### config.mk
export PLATFORM = sky130hd
export DESIGN_NAME = reorder_buffer
export DESIGN_NICKNAME = d
export VERILOG_FILES = /design/src/rtl/core_pkg.sv /design/src/rtl/reorder_buffer.sv
export SDC_FILE = /design/constraint.sdc
export NUM_CORES = 1
export LEC_CHECK = 0
export BUFFER_PORTS_ARGS = -buffer_cell sky130_fd_sc_hd__buf_2
export CAP_MARGIN = 5
export CORE_MARGIN = 4
export CORE_UTILIZATION = 35
export DETAILED_ROUTE_END_ITERATION = 10
export PLACE_DENSITY = 0.53
export RECOVER_POWER = 50
export SLEW_MARGIN = 20
export SYNTH_ARGS = -nofsm -noshare
export SYNTH_HDL_FRONTEND = slang
export SYNTH_SLANG_ARGS = --single-unit
### constraint.sdc
create_clock -name clk -period 10.25 [get_ports clk]
set_input_delay 0.5125 -clock clk [delete_from_list [all_inputs] [get_ports clk]]
set_output_delay 0.5125 -clock clk [all_outputs]
set_load 0.05 [all_outputs]
### src/rtl/core_pkg.sv
// Shared core sizing and the reorder-buffer entry layout.
package core_pkg;

  localparam int unsigned ROB_ENTRIES = 16;
  localparam int unsigned ISSUE_WIDTH = 2;
  localparam int unsigned PREGS       = 64;
  localparam int unsigned PHYS_TAG_W  = $clog2(PREGS);

  typedef logic [$clog2(ROB_ENTRIES)-1:0] rob_idx_t;

  typedef struct packed {
    logic                  valid;
    logic                  done;
    logic                  mispredict;
    logic [4:0]            arch_rd;
    logic [PHYS_TAG_W-1:0] dst_phys;
    logic [PHYS_TAG_W-1:0] old_phys;
  } rob_entry_t;

endpackage

### src/rtl/reorder_buffer.sv
// In-order completion tracker: circular buffer with multi-lane alloc/complete/commit.
// Optional ROB_PERF_CNT_EN adds retired-lane and alloc-stall counters.
module reorder_buffer
  import core_pkg::*;
#(
  parameter int unsigned ENTRIES = ROB_ENTRIES,
  parameter int unsigned ISSUE_W = ISSUE_WIDTH,
  parameter int unsigned TAG_W   = PHYS_TAG_W,
  localparam int unsigned IDXW   = $clog2(ENTRIES)
) (
  input  logic                           clk,
  input  logic                           reset,
  input  logic [ISSUE_W-1:0]             alloc_req,
  input  logic [ISSUE_W-1:0][4:0]        alloc_arch_rd,
  input  logic [ISSUE_W-1:0][TAG_W-1:0]  alloc_dst_phys,
  input  logic [ISSUE_W-1:0][TAG_W-1:0]  alloc_old_phys,
  output logic                           alloc_ok,
  output logic [ISSUE_W-1:0][IDXW-1:0]   alloc_rob_idx,
  input  logic [ISSUE_W-1:0]             cpl_valid,
  input  logic [ISSUE_W-1:0][IDXW-1:0]   cpl_rob_idx,
  input  logic                           br_cpl_valid,
  input  logic [IDXW-1:0]                br_cpl_rob_idx,
  input  logic                           br_mispredict,
  output logic [ISSUE_W-1:0]             commit_valid,
  output logic [ISSUE_W-1:0][IDXW-1:0]   commit_idx,
  output logic [ISSUE_W-1:0][4:0]        commit_arch_rd,
  output logic [ISSUE_W-1:0][TAG_W-1:0]  commit_dst_phys,
  output logic [ISSUE_W-1:0][TAG_W-1:0]  commit_old_phys,
  output logic                           commit_clear_all,
`ifdef ROB_PERF_CNT_EN
  output logic [31:0]                    perf_commit_cnt,
  output logic [31:0]                    perf_stall_cnt,
`endif
  output logic                           rob_full,
  output logic                           rob_empty
);

  rob_entry_t      rob_q [ENTRIES];
  rob_entry_t      rob_d [ENTRIES];
  logic [IDXW-1:0] head_q, head_d, tail_q, tail_d;
  logic [IDXW:0]   count_q, count_d;

  // Lane i takes the slot after all lower requesting lanes.
  always_comb begin
    int unsigned n_req;
    n_req = 0;
    for (int i = 0; i < ISSUE_W; i++) begin
      alloc_rob_idx[i] = tail_q + IDXW'(n_req);
      n_req            = n_req + 32'(alloc_req[i]);
    end
    alloc_ok = ((ENTRIES - 32'(count_q)) >= n_req) && !commit_clear_all;
  end

  // A mispredicted branch ends the retire group: nothing younger retires with it.
  always_comb begin
    logic            prev_ok, prev_mis;
    logic [IDXW-1:0] idx;
    prev_ok  = 1'b1;
    prev_mis = 1'b0;
    for (int k = 0; k < ISSUE_W; k++) begin
      idx                = head_q + IDXW'(k);
      commit_valid[k]    = prev_ok & !prev_mis & rob_q[idx].valid & rob_q[idx].done;
      prev_ok            = commit_valid[k];
      prev_mis           = rob_q[idx].mispredict;
      commit_idx[k]      = commit_valid[k] ? idx : '0;
      commit_arch_rd[k]  = commit_valid[k] ? rob_q[idx].arch_rd : '0;
      commit_dst_phys[k] = commit_valid[k] ? rob_q[idx].dst_phys : '0;
      commit_old_phys[k] = commit_valid[k] ? rob_q[idx].old_phys : '0;
    end
    commit_clear_all = commit_valid[0] & rob_q[head_q].mispredict;
  end

  assign rob_full  = (count_q == (IDXW+1)'(ENTRIES));
  assign rob_empty = (count_q == '0);

  always_comb begin
    logic [IDXW:0] n_commit, n_alloc;
    rob_d    = rob_q;
    head_d   = head_q;
    tail_d   = tail_q;
    count_d  = count_q;
    n_commit = '0;
    n_alloc  = '0;
    if (commit_clear_all) begin
      for (int i = 0; i < ENTRIES; i++) rob_d[i] = '0;
      head_d  = '0;
      tail_d  = '0;
      count_d = '0;
    end else begin
      for (int k = 0; k < ISSUE_W; k++) begin
        if (cpl_valid[k] && rob_q[cpl_rob_idx[k]].valid) rob_d[cpl_rob_idx[k]].done = 1'b1;
      end
      if (br_cpl_valid && rob_q[br_cpl_rob_idx].valid) begin
        rob_d[br_cpl_rob_idx].done       = 1'b1;
        rob_d[br_cpl_rob_idx].mispredict = br_mispredict;
      end
      for (int k = 0; k < ISSUE_W; k++) begin
        if (commit_valid[k]) begin
          rob_d[commit_idx[k]].valid = 1'b0;
          n_commit                   = n_commit + 1'b1;
        end
      end
      if (alloc_ok) begin
        for (int i = 0; i < ISSUE_W; i++) begin
          if (alloc_req[i]) begin
            rob_d[alloc_rob_idx[i]] = '{valid: 1'b1, done: 1'b0, mispredict: 1'b0,
                                        arch_rd: alloc_arch_rd[i],
                                        dst_phys: alloc_dst_phys[i],
                                        old_phys: alloc_old_phys[i]};
            n_alloc = n_alloc + 1'b1;
          end
        end
      end
      head_d  = head_q + n_commit[IDXW-1:0];
      tail_d  = tail_q + n_alloc[IDXW-1:0];
      count_d = count_q + n_alloc - n_commit;
    end
  end

  always_ff @(posedge clk or posedge reset) begin
    if (reset) begin
      for (int i = 0; i < ENTRIES; i++) rob_q[i] <= '0;
      head_q  <= '0;
      tail_q  <= '0;
      count_q <= '0;
    end else begin
      rob_q   <= rob_d;
      head_q  <= head_d;
      tail_q  <= tail_d;
      count_q <= count_d;
    end
  end

`ifdef ROB_PERF_CNT_EN
  logic [31:0] perf_commit_q, perf_commit_d, perf_stall_q, perf_stall_d;

  always_comb begin
    perf_commit_d = perf_commit_q;
    for (int k = 0; k < ISSUE_W; k++) perf_commit_d = perf_commit_d + 32'(commit_valid[k]);
    perf_stall_d = perf_stall_q + 32'((|alloc_req) && !alloc_ok);
  end

  always_ff @(posedge clk or posedge reset) begin
    if (reset) begin
      perf_commit_q <= '0;
      perf_stall_q  <= '0;
    end else begin
      perf_commit_q <= perf_commit_d;
      perf_stall_q  <= perf_stall_d;
    end
  end

  assign perf_commit_cnt = perf_commit_q;
  assign perf_stall_cnt  = perf_stall_q;
`endif

endmodule

Word level (Yosys, flattened, before mapping)

Index checks and enable logic that the tools add are counted.

Add/sub/neg operators: 10
$lt $le $gt $ge: 17
Eq/ne operators: 1
Mux-type cells: 76
Bitwise gates (word level): 14
Reductions and logical operators: 14

Operators by type and width:

| operator                                                                     | count |
|---|---|
| 320-bit 2-to-1 mux                                                           | 16 |
| 320-bit bitwise mux                                                          | 8 |
| 20-bit demux with 4-bit select                                               | 8 |
| 20-bit binary-select mux with 4-bit select                                   | 5 |
| 20-bit 2-to-1 mux                                                            | 14 |
| 19-bit 2-to-1 mux                                                            | 3 |
| 5-bit 2-to-1 mux                                                             | 11 |
| 5-bit greater-or-equal comparator, second input constant                     | 9 |
| 4-bit inverter with 5-bit output                                             | 9 |
| 5-bit by 1-bit less-than comparator with 1-bit output, second input constant | 7 |
| 32-bit by 2-bit greater-or-equal comparator with 1-bit output                | 1 |
| 6-bit 2-to-1 mux                                                             | 4 |
| 18-bit 2-to-1 mux                                                            | 1 |
| 4-bit 2-to-1 mux                                                             | 4 |
| 1-bit logical AND                                                            | 11 |
| 5-bit by 1-bit adder with 5-bit output, second input constant                | 2 |
| 4-bit adder                                                                  | 2 |
| 5-bit by 5-bit subtractor with 6-bit output, first input constant            | 1 |
| 5-bit adder                                                                  | 1 |
| 1-bit AND                                                                    | 5 |
| 5-bit == test, second input constant                                         | 1 |
| 5-bit logical NOT                                                            | 1 |
| 5-bit subtractor                                                             | 1 |
| 4-bit by 1-bit adder with 4-bit output                                       | 1 |
| other kinds (4)                                                              | 6 |

Register bits after elaboration: 333
Logic and storage cells: 231

Depth between registers and ports, before layout

Gate-level depths: netlist of the first run.

Depth after elaboration: 29
Gate-level depth with buffers: 21

Worst setup path before layout of the first run

Ideal clock, no wire load.

Path type: register to register
From: register head_q[1]
To: register count_q[4]
Setup time: 0.156 ns
Arrival time: 4.136 ns
Required time: 10.094 ns
Setup slack: 5.958 ns
Cell stages (with the launch flop): 19
Buffers on the path: 1
Period minus slack after synthesis: 4.292 ns
Cell sequence: dfrtp_1 -> inv_1 -> mux4_2 -> o2bb2ai_4 -> nor3_1 -> clkbuf_1 -> inv_1 -> ha_1 -> ha_1 -> inv_1 -> ha_1 -> inv_1 -> fa_1 -> inv_1 -> a21oi_1 -> nor2_1 -> nor2_1 -> xor2_1 -> nor2_1

Word-level cells in the longest chain between the ends: 13
Elaborated cells between the ends (all ways): 27
Classes of those cells: add/sub (4); mux (13); bitwise (7); reduce/logical (3)

RTL lines:

| what                                                       | RTL line                                   | source |
|---|---|---|
| from (decl)                                                | reorder_buffer.sv:40                       | `logic [IDXW-1:0] head_q, head_d, tail_q, tail_d;` |
| from (signal assigned)                                     | reorder_buffer.sv:123                      | `head_q <= '0;` |
| from (signal assigned)                                     | reorder_buffer.sv:128                      | `head_q <= head_d;` |
| 4-bit inverter with 5-bit output (implied by the code) (*) | reorder_buffer.sv:62                       | `commit_valid[k] = prev_ok & !prev_mis & rob_q[idx].valid & rob_q[idx].done;` |
| 20-bit binary-select mux with 4-bit select (*)             | reorder_buffer.sv:62                       |  |
| 20-bit 2-to-1 mux (implied by the code) (*) (2 in series)  | reorder_buffer.sv:64, reorder_buffer.sv:70 |  |
| 1-bit AND (*)                                              | reorder_buffer.sv:62                       |  |
| via commit_valid[0]                                        | reorder_buffer.sv:24                       | `output logic [ISSUE_W-1:0] commit_valid,` |
| 1-bit AND                                                  | reorder_buffer.sv:70                       | `commit_clear_all = commit_valid[0] & rob_q[head_q].mispredict;` |
| 1-bit logical NOT                                          | reorder_buffer.sv:51                       | `alloc_ok = ((ENTRIES - 32'(count_q)) >= n_req) && !commit_clear_all;` |
| 1-bit logical AND                                          | reorder_buffer.sv:51                       |  |
| 5-bit 2-to-1 mux                                           | reorder_buffer.sv:103                      | `if (alloc_ok) begin` |
| 5-bit 2-to-1 mux                                           | reorder_buffer.sv:84                       | `if (commit_clear_all) begin` |
| 5-bit adder                                                | reorder_buffer.sv:116                      | `count_d = count_q + n_alloc - n_commit;` |
| 5-bit subtractor                                           | reorder_buffer.sv:116                      |  |
| 5-bit 2-to-1 mux (*)                                       | reorder_buffer.sv:84                       |  |
| via count_d[4]                                             | reorder_buffer.sv:41                       | `logic [IDXW:0] count_q, count_d;` |
| to (signal assigned)                                       | reorder_buffer.sv:130                      | `count_q <= count_d;` |
| to (decl)                                                  | reorder_buffer.sv:41                       |  |

The timed path passes the listed nets; every way through them passes the cells marked *. The select of a mux whose other input is x is not followed.

Final worst setup path of the first run

From: register head_q[0]
To: output alloc_ok

Word-level cells in the longest chain between the ends: 8

RTL lines:

| what                                                       | RTL line                                   | source |
|---|---|---|
| 4-bit inverter with 5-bit output (implied by the code) (*) | reorder_buffer.sv:62, reorder_buffer.sv:70 |  |
| 20-bit binary-select mux with 4-bit select (*)             | reorder_buffer.sv:62, reorder_buffer.sv:70 |  |
| 20-bit 2-to-1 mux (implied by the code) (*) (2 in series)  | reorder_buffer.sv:70                       |  |
| 1-bit AND                                                  | reorder_buffer.sv:62                       |  |
| 1-bit AND (*)                                              | reorder_buffer.sv:70                       |  |
| 1-bit logical NOT (*)                                      | reorder_buffer.sv:51                       |  |
| 1-bit logical AND (*)                                      | reorder_buffer.sv:51                       |  |
| to (decl)                                                  | reorder_buffer.sv:17                       | `output logic alloc_ok,` |

Every way passes the cells marked *; elsewhere a longest branch is shown, timed or not. The select of a mux whose other input is x is not followed.

==> results of run 1 <==
## metrics by stage
stage / area [um^2] / hold WS, ns
2_1_floorplan: 21800 / 0.506
3_3_place_gp: 23000 / 0.519
3_5_place_dp: 23000 / 0.529
4_1_cts: 24300 / 0.159
5_1_grt: 24400 / 0.382
6_report: 24400 / 0.347
## cells in the final DEF, fill, tap and decap left out, types with 55 or more instances in the layout
cell type,instances
sky130_fd_sc_hd__a21oi_1,235
sky130_fd_sc_hd__buf_2,98
sky130_fd_sc_hd__buf_4,55
sky130_fd_sc_hd__dfrtp_1,330
sky130_fd_sc_hd__mux4_2,190
sky130_fd_sc_hd__nand2_1,58
sky130_fd_sc_hd__nor2_1,101
sky130_fd_sc_hd__nor3_1,94
sky130_fd_sc_hd__o211a_1,69
sky130_fd_sc_hd__o21ai_0,297
sky130_fd_sc_hd__o22ai_1,204
## layer usage
metal  vias to the layer above  GRT usage  share of wire
met5                         -          0        0.00038
met4                         6      0.171          0.069
met3                       395     0.0753           0.12
met2                      1660      0.426           0.43
met1                     10400      0.383           0.37
li1                       8244          -              -
## flip-flops by register name, summed over array words and instances, names as in the netlist
register,flops
rob_q,320
head_q,4
count_q,5
tail_q,4
## worst reg2reg max path, cell delays in order, from the launching register on
cell	delay, ns
sky130_fd_sc_hd__dfrtp_4	0.44
sky130_fd_sc_hd__buf_4	0.67
sky130_fd_sc_hd__buf_4	0.89
sky130_fd_sc_hd__o211ai_1	0.32
sky130_fd_sc_hd__o211a_1	0.30
sky130_fd_sc_hd__o31ai_1	1.20
sky130_fd_sc_hd__and3_1	0.33
sky130_fd_sc_hd__inv_1	0.06
sky130_fd_sc_hd__ha_1	0.28
sky130_fd_sc_hd__inv_1	0.05
sky130_fd_sc_hd__ha_1	0.15
sky130_fd_sc_hd__inv_1	0.06
sky130_fd_sc_hd__fa_1	0.46
sky130_fd_sc_hd__inv_1	0.07
sky130_fd_sc_hd__a21oi_1	0.06
sky130_fd_sc_hd__nor2_1	0.09
sky130_fd_sc_hd__nor2_1	0.06
sky130_fd_sc_hd__xor2_1	0.12
sky130_fd_sc_hd__nor2_1	0.05
## cell type report
class / count / area share
antenna: 12 / 0.00123
sequential: 333 / 0.342
tap: 837 / 0.0430
multi-input combinational: 1538 / 0.512
inverter: 31 / 0.00493
clock buffer: 56 / 0.0490
timing repair buffer: 168 / 0.0420
clock inverter: 14 / 0.00559
## report_power, final
part	internal, mW	switching, mW
clock network	0.843	0.632
registers	2.03	0.644
logic	2.56	3.55
total	5.44	4.83
## worst max-delay path by stage
stage,cells after the start,to
2_1_floorplan,1,count_q[0]
3_5_place_dp,19,count_q[4]
6_report,8,alloc_ok
4_1_cts,10,commit_dst_phys[10]
5_1_grt,8,alloc_ok
3_3_place_gp,19,count_q[4]
## synthesized netlist by cell type (all sizes together), types with 2 or more instances
master,n
a22oi,2
nand2b,10
a31oi,7
a21oi,251
o211ai,7
inv,31
nor3,96
and4b,5
a21boi,7
clkbuf,177
dfrtp,333
nand4,3
o21ai,305
mux4,190
nor2,101
ha,21
nor3b,7
nor2b,33
and4,3
fa,4
xor2,6
o22ai,204
and2,31
mux2,4
mux2i,16
nand2,58
o41ai,7
xnor2,7
nand3,38
buf,101
o31ai,4
a311oi,11
and3,7
o211a,69
nand3b,3
a211oi,5
## cells by family after synthesis
| group | count (synthesis) | synth area share |
|---|---|---|
| AOI/OAI and AO/OA | 891 | 0.243 |
| muxes | 210 | 0.206 |
| xor gates and xnor gates | 13 | 0.00522 |
| buffers and inverters | 309 | 0.0571 |
| DFF | 333 | 0.382 |
| adders and majority gates | 25 | 0.0157 |
| and+or+nand+nor | 399 | 0.0908 |
==> results.md, run 1 <==
- Hold-critical path endpoint: rob_q[258]
- Input/output buffers: ~110
- Post-place setup slack: roughly 4.7 ns
- Unique masters post-synth: 61
- Maximum operating frequency: around 160 MHz
- Violated checks: capacitance limit, slew limit
- Placed Cells: 2,906
- Synth top area share: 0.382
- Standby leakage power: approximately 9.6 nW
- Crit. Startpoint: head_q[0]
- Post-layout utilization of the core: 0.395
- Weighted congestion reported at the end of routability-driven placement: 0.927
- Avg Cell Area, Syn: ~10 um^2
- Global-route usage over all layers: 0.288
- Sequential area share after synthesis: 0.382
- Floorplan die height: 258 um
- Antenna violations before repair: 17
- Via count: ~21,000
- Setup repair after global routing missed its margin: no
- Io pins: 110
- Post-CTS Setup Bufs: 0
- Count of final hold-check violations: 0
- Hold buffer count at cts: 0
- DRC errors left: 0
- Endpoint arrival time on the critical path: 5.73 ns
- Outcome: finished with violations
- Final nets: 2,192
- Final Cycle Share: 0.609
- Initial drt markers: about 3,100
- Largest net degree at the start of global routing: 285
- Critical path cell sequence: buf_4 -> buf_4 -> o211ai_1 -> o211a_1 -> o31ai_1 -> inv_2 -> nor2_1 -> buf_2
- Register-to-register setup slack: around 4.5 ns
- Register clock-pin slew on the reported worst setup and hold paths: approximately 0.060 ns
- Pwr/cell area: about 420 nW/um^2
- Average wire length per cell after detail routing: 33.0 um
- Finished Layout Cells: ~3,000
- Total negative slack: 0 ns
- Via count of the first global-routing pass: 20,000
- Final clock skew: between 0.02 and 0.03 ns
- CORE AREA: 61,700 um^2
- Most prevalent standard cell on the critical path: sky130_fd_sc_hd__buf_4
- CTS tree: yes
- Row count: 91
- Sort of element at the end of the critical path: output port
- Clock buffer depth: 3
- Top cells by area, synth: sky130_fd_sc_hd__dfrtp_1 38%, sky130_fd_sc_hd__mux4_2 20%, sky130_fd_sc_hd__o21ai_0 6.8%
- Summed instance area of the synthesized netlist: 21,800 um^2
- Post-DRT Antenna Nets: 0
- Area growth syn-to-layout: 11.9%
- Via count normalized by instance count: a little under 7
- Worst ir drop on vdd: 0.245 mV
- Transition at the pin with the smallest max-transition slack: around 6.0 ns
- Number of failing setup endpoints in the final timing report: 0
- Effective utilization at floorplan: 0.353
- Syn_nets: ~2,300
- Max-slew violations: 126
- Max cap viols: 1
- Number of register bits inferred by synthesis: between 300 and 400
- CTS root buffer: sky130_fd_sc_hd__clkbuf_16
- Storage cell area: about 8300 um^2
- Post-cts resize count: 0
- Worst setup slack after layout: roughly 4 ns
- Wire length of the first global-routing pass: ~140 mm
- EDFF count, synth: 0
- Worst stage delay on the critical path: 1.20 ns
- Cell accounting for the most synthesized area: sky130_fd_sc_hd__dfrtp_1
- DRT Wirelength: about 99 mm
- Die area: approximately 66,000 um^2
- Family of cells with the greatest summed delay on the critical path: buffers and inverters
- Largest fanout on the critical path: 60
- Relative max-transition margin: -2.97
- Worst setup SP type: flip-flop
- DR pass1 iterations: 5
- Worst path required time: approximately 10 ns
- Fill cells: roughly 6,100
- Prevailing post-synth register cell: sky130_fd_sc_hd__dfrtp_1
- TritonCTS buffer count: between 40 and 50
- Chip width: ~260 um
- Tmin final: about 6.2 ns
- Count of synthesis-stage warnings from yosys: 0
- Multi-input gate area in the final layout: 12,500 um^2
- Clock sinks: 333
- Fraction of layout instances using a drive strength above 1: 0.218
- Worst hold stages: 3
- Post-Syn Instances: between 2,000 and 2,500
- Post-route total power: around 10 mW
- Worst setup path class: reg2out
- Start of the worst register-to-register path: head_q[0]
- CP bufs+invs: 4
- Cell type of the slowest stage on the worst timing path: sky130_fd_sc_hd__o31ai_1
- Worst flop-to-flop path endpoint: count_q[4]
- Synth async-reset ratio: 1.00
- Clock Latency Late Sink: ~0.6 ns
- Global-route congestion overflow total: 0
- Number of H-tree levels: 2
- Class of the worst hold path: in2reg
- Worst hold path startpoint: cpl_rob_idx[0]
- Placed wire-length estimate: between 50 and 60 mm
- Logic depth of the worst register-to-register path: 18
Note: power is estimated with default switching activity, not from simulation.
==> inputs of run 2 (changes only) <==
clock period = 5.6 ns   (was 10.25 ns; I/O delays follow)
==> results.md, run 2 (synthesis results as in run 1) <==
- Outcome: finished with violations
- Violated checks: capacitance limit, slew limit
- Largest net degree at the start of global routing: between 200 and 300
- Class of the worst hold path: in2reg
- Via count of the first global-routing pass: 20,000
- Standby leakage power: between 9 and 10 nW
- Clock buffer depth: 3
- Worst setup SP type: flip-flop
- Max cap viols: 2
- Worst setup path class: reg2reg
- Endpoint arrival time on the critical path: roughly 5.3 ns
- Final Cycle Share: 0.875
- Max-slew violations: approximately 260
- Most frequent cells in the layout: 330 x sky130_fd_sc_hd__dfrtp_1, 297 x sky130_fd_sc_hd__o21ai_0, 235 x sky130_fd_sc_hd__a21oi_1
- Chip width: about 260 um
- Clock sinks: 333
- CTS root buffer: sky130_fd_sc_hd__clkbuf_16
- TritonCTS buffer count: between 40 and 50
- DRC errors left: 0
- Flip-flop count of the largest register, all copies and words added: between 300 and 400
- Input/output buffers: between 100 and 150
- Setup repair after global routing missed its margin: no
- Final nets: around 2,200
- Post-CTS Setup Bufs: 0
- Number of H-tree levels: 2
- CP bufs+invs: 5
- Worst ir drop on vdd: approximately 0.49 mV
- Post-DRT Antenna Nets: 0
- Critical path cell sequence: inv_1 -> mux4_2 -> o2bb2ai_4 -> o31ai_1 -> and3_1 -> inv_1 -> ha_1 -> inv_1 -> ha_1 -> inv_1 -> fa_1 -> inv_1 -> a21oi_1 -> nor2_1 -> nor2_1 -> xor2_1 -> nor2_1
- Tmin final: between 4 and 5 ns
- Via count normalized by instance count: 6.88
- Biggest register: rob_q
- Worst setup slack after layout: approximately 0.70 ns
- Clock Latency Late Sink: ~0.60 ns
- Transition at the pin with the smallest max-transition slack: ~3.8 ns
- Register clock-pin slew on the reported worst setup and hold paths: about 0.05 ns
- Worst stage delay on the critical path: 1.10 ns
- Hold buffer count at cts: 1
- Io pins: between 100 and 150
- Most prevalent standard cell on the critical path: sky130_fd_sc_hd__inv_1
- Global-route usage over all layers: 0.284
- Antenna violations before repair: 13
- Global-route congestion overflow total: 0
- Largest fanout on the critical path: 29
- Pwr/cell area: approximately 770 nW/um^2
- Area growth syn-to-layout: 12.4%
- Fraction of layout instances using a drive strength above 1: 0.221
- Post-place setup slack: about 1 ns
- Cell type of the slowest stage on the worst timing path: sky130_fd_sc_hd__o31ai_1
- CTS tree: yes
- Maximum operating frequency: ~200 MHz
- Commonest non-fill, non-tap cell in the layout: sky130_fd_sc_hd__dfrtp_1
- Weighted congestion reported at the end of routability-driven placement: 0.952
- Wire length of the first global-routing pass: 142 mm
- CORE AREA: 61,700 um^2
- Placed wire-length estimate: ~57 mm
- Total negative slack: 0 ns
- Effective utilization at floorplan: 0.353
- Post-cts resize count: 0
- Final clock skew: just under 0.03 ns
- Worst path required time: between 6 and 7 ns
- Row count: just over 90
- Sort of element at the end of the critical path: flip-flop
- Top Registers: rob_q: 320 flops, count_q: 5 flops
- Die area: 66,300 um^2
- DRT Wirelength: 97.2 mm
- Via count: 20,700
- DR pass1 iterations: 6
- Floorplan die height: about 260 um
- Average wire length per cell after detail routing: 32.4 um
- Number of failing setup endpoints in the final timing report: 0
- Family of cells with the greatest summed delay on the critical path: compound AO/OA/AOI/OAI gates
- Count of final hold-check violations: 0
- Relative max-transition margin: -1.53
- Register-to-register setup slack: between 0.6 and 0.7 ns
- Initial drt markers: between 3,000 and 4,000
[run 2: worst paths after layout]
check,from,end,depth (start not counted)
min in group asynchronous,reset,count_q[4],3
setup / recovery,head_q[1],count_q[4],17
hold reg to reg,rob_q[47],rob_q[47],1
max in group asynchronous,reset,rob_q[312],4
setup reg to reg,head_q[1],count_q[4],17
hold / removal,cpl_rob_idx[1],rob_q[258],3
[run 2: worst register-to-register path: stages, from the launching register on]
cell                        delay [ns]
sky130_fd_sc_hd__dfrtp_4          0.78
sky130_fd_sc_hd__inv_1            0.28
sky130_fd_sc_hd__mux4_2           0.54
sky130_fd_sc_hd__o2bb2ai_4        0.22
sky130_fd_sc_hd__o31ai_1          1.11
sky130_fd_sc_hd__and3_1           0.31
sky130_fd_sc_hd__inv_1            0.05
sky130_fd_sc_hd__ha_1             0.28
sky130_fd_sc_hd__inv_1            0.06
sky130_fd_sc_hd__ha_1             0.15
sky130_fd_sc_hd__inv_1            0.07
sky130_fd_sc_hd__fa_1             0.46
sky130_fd_sc_hd__inv_1            0.07
sky130_fd_sc_hd__a21oi_1          0.06
sky130_fd_sc_hd__nor2_1           0.10
sky130_fd_sc_hd__nor2_1           0.06
sky130_fd_sc_hd__xor2_1           0.12
sky130_fd_sc_hd__nor2_1           0.05
[run 2: area by class of cell]
type                            instances  area, um^2
Antenna cell                            9        22.5
Clock buffer                           56        1170
Clock inverter                         14         178
Fill cell                            6018       37200
Inverter                               31         118
Multi-Input combinational cell       1538       12400
Sequential cell                       333        8340
Tap cell                              837        1050
Timing Repair Buffer                  185        1180
[run 2: power by group]
| group | switching, mW | internal [mW] |
|---|---|---|
| logic | 6.36 | 4.74 |
| registers | 1.25 | 3.71 |
| clock network | 1.16 | 1.61 |
| total | 8.77 | 10.1 |
[run 2: metal layers]
metal,share of wire,up-vias,GRT usage
met5,0.00039,-,0
met4,0.052,6,0.142
met3,0.12,288,0.0797
met2,0.44,1548,0.417
met1,0.39,10500,0.388
li1,-,8284,-
[run 2: metrics by stage]
stage                     hold slack (ns)  utilization  cell area [um^2]  instances  power (mW)
after detailed placement            0.333        0.375             23100       2922        15.8
after global routing                0.140        0.397             24500       3003        19.7
after CTS                          0.0976        0.397             24500       2993        18.7
after floorplan                     0.488            -             21800       2180        12.4
final                               0.133        0.397             24500       3003        18.8
after global placement              0.329        0.375             23100       2921        15.7
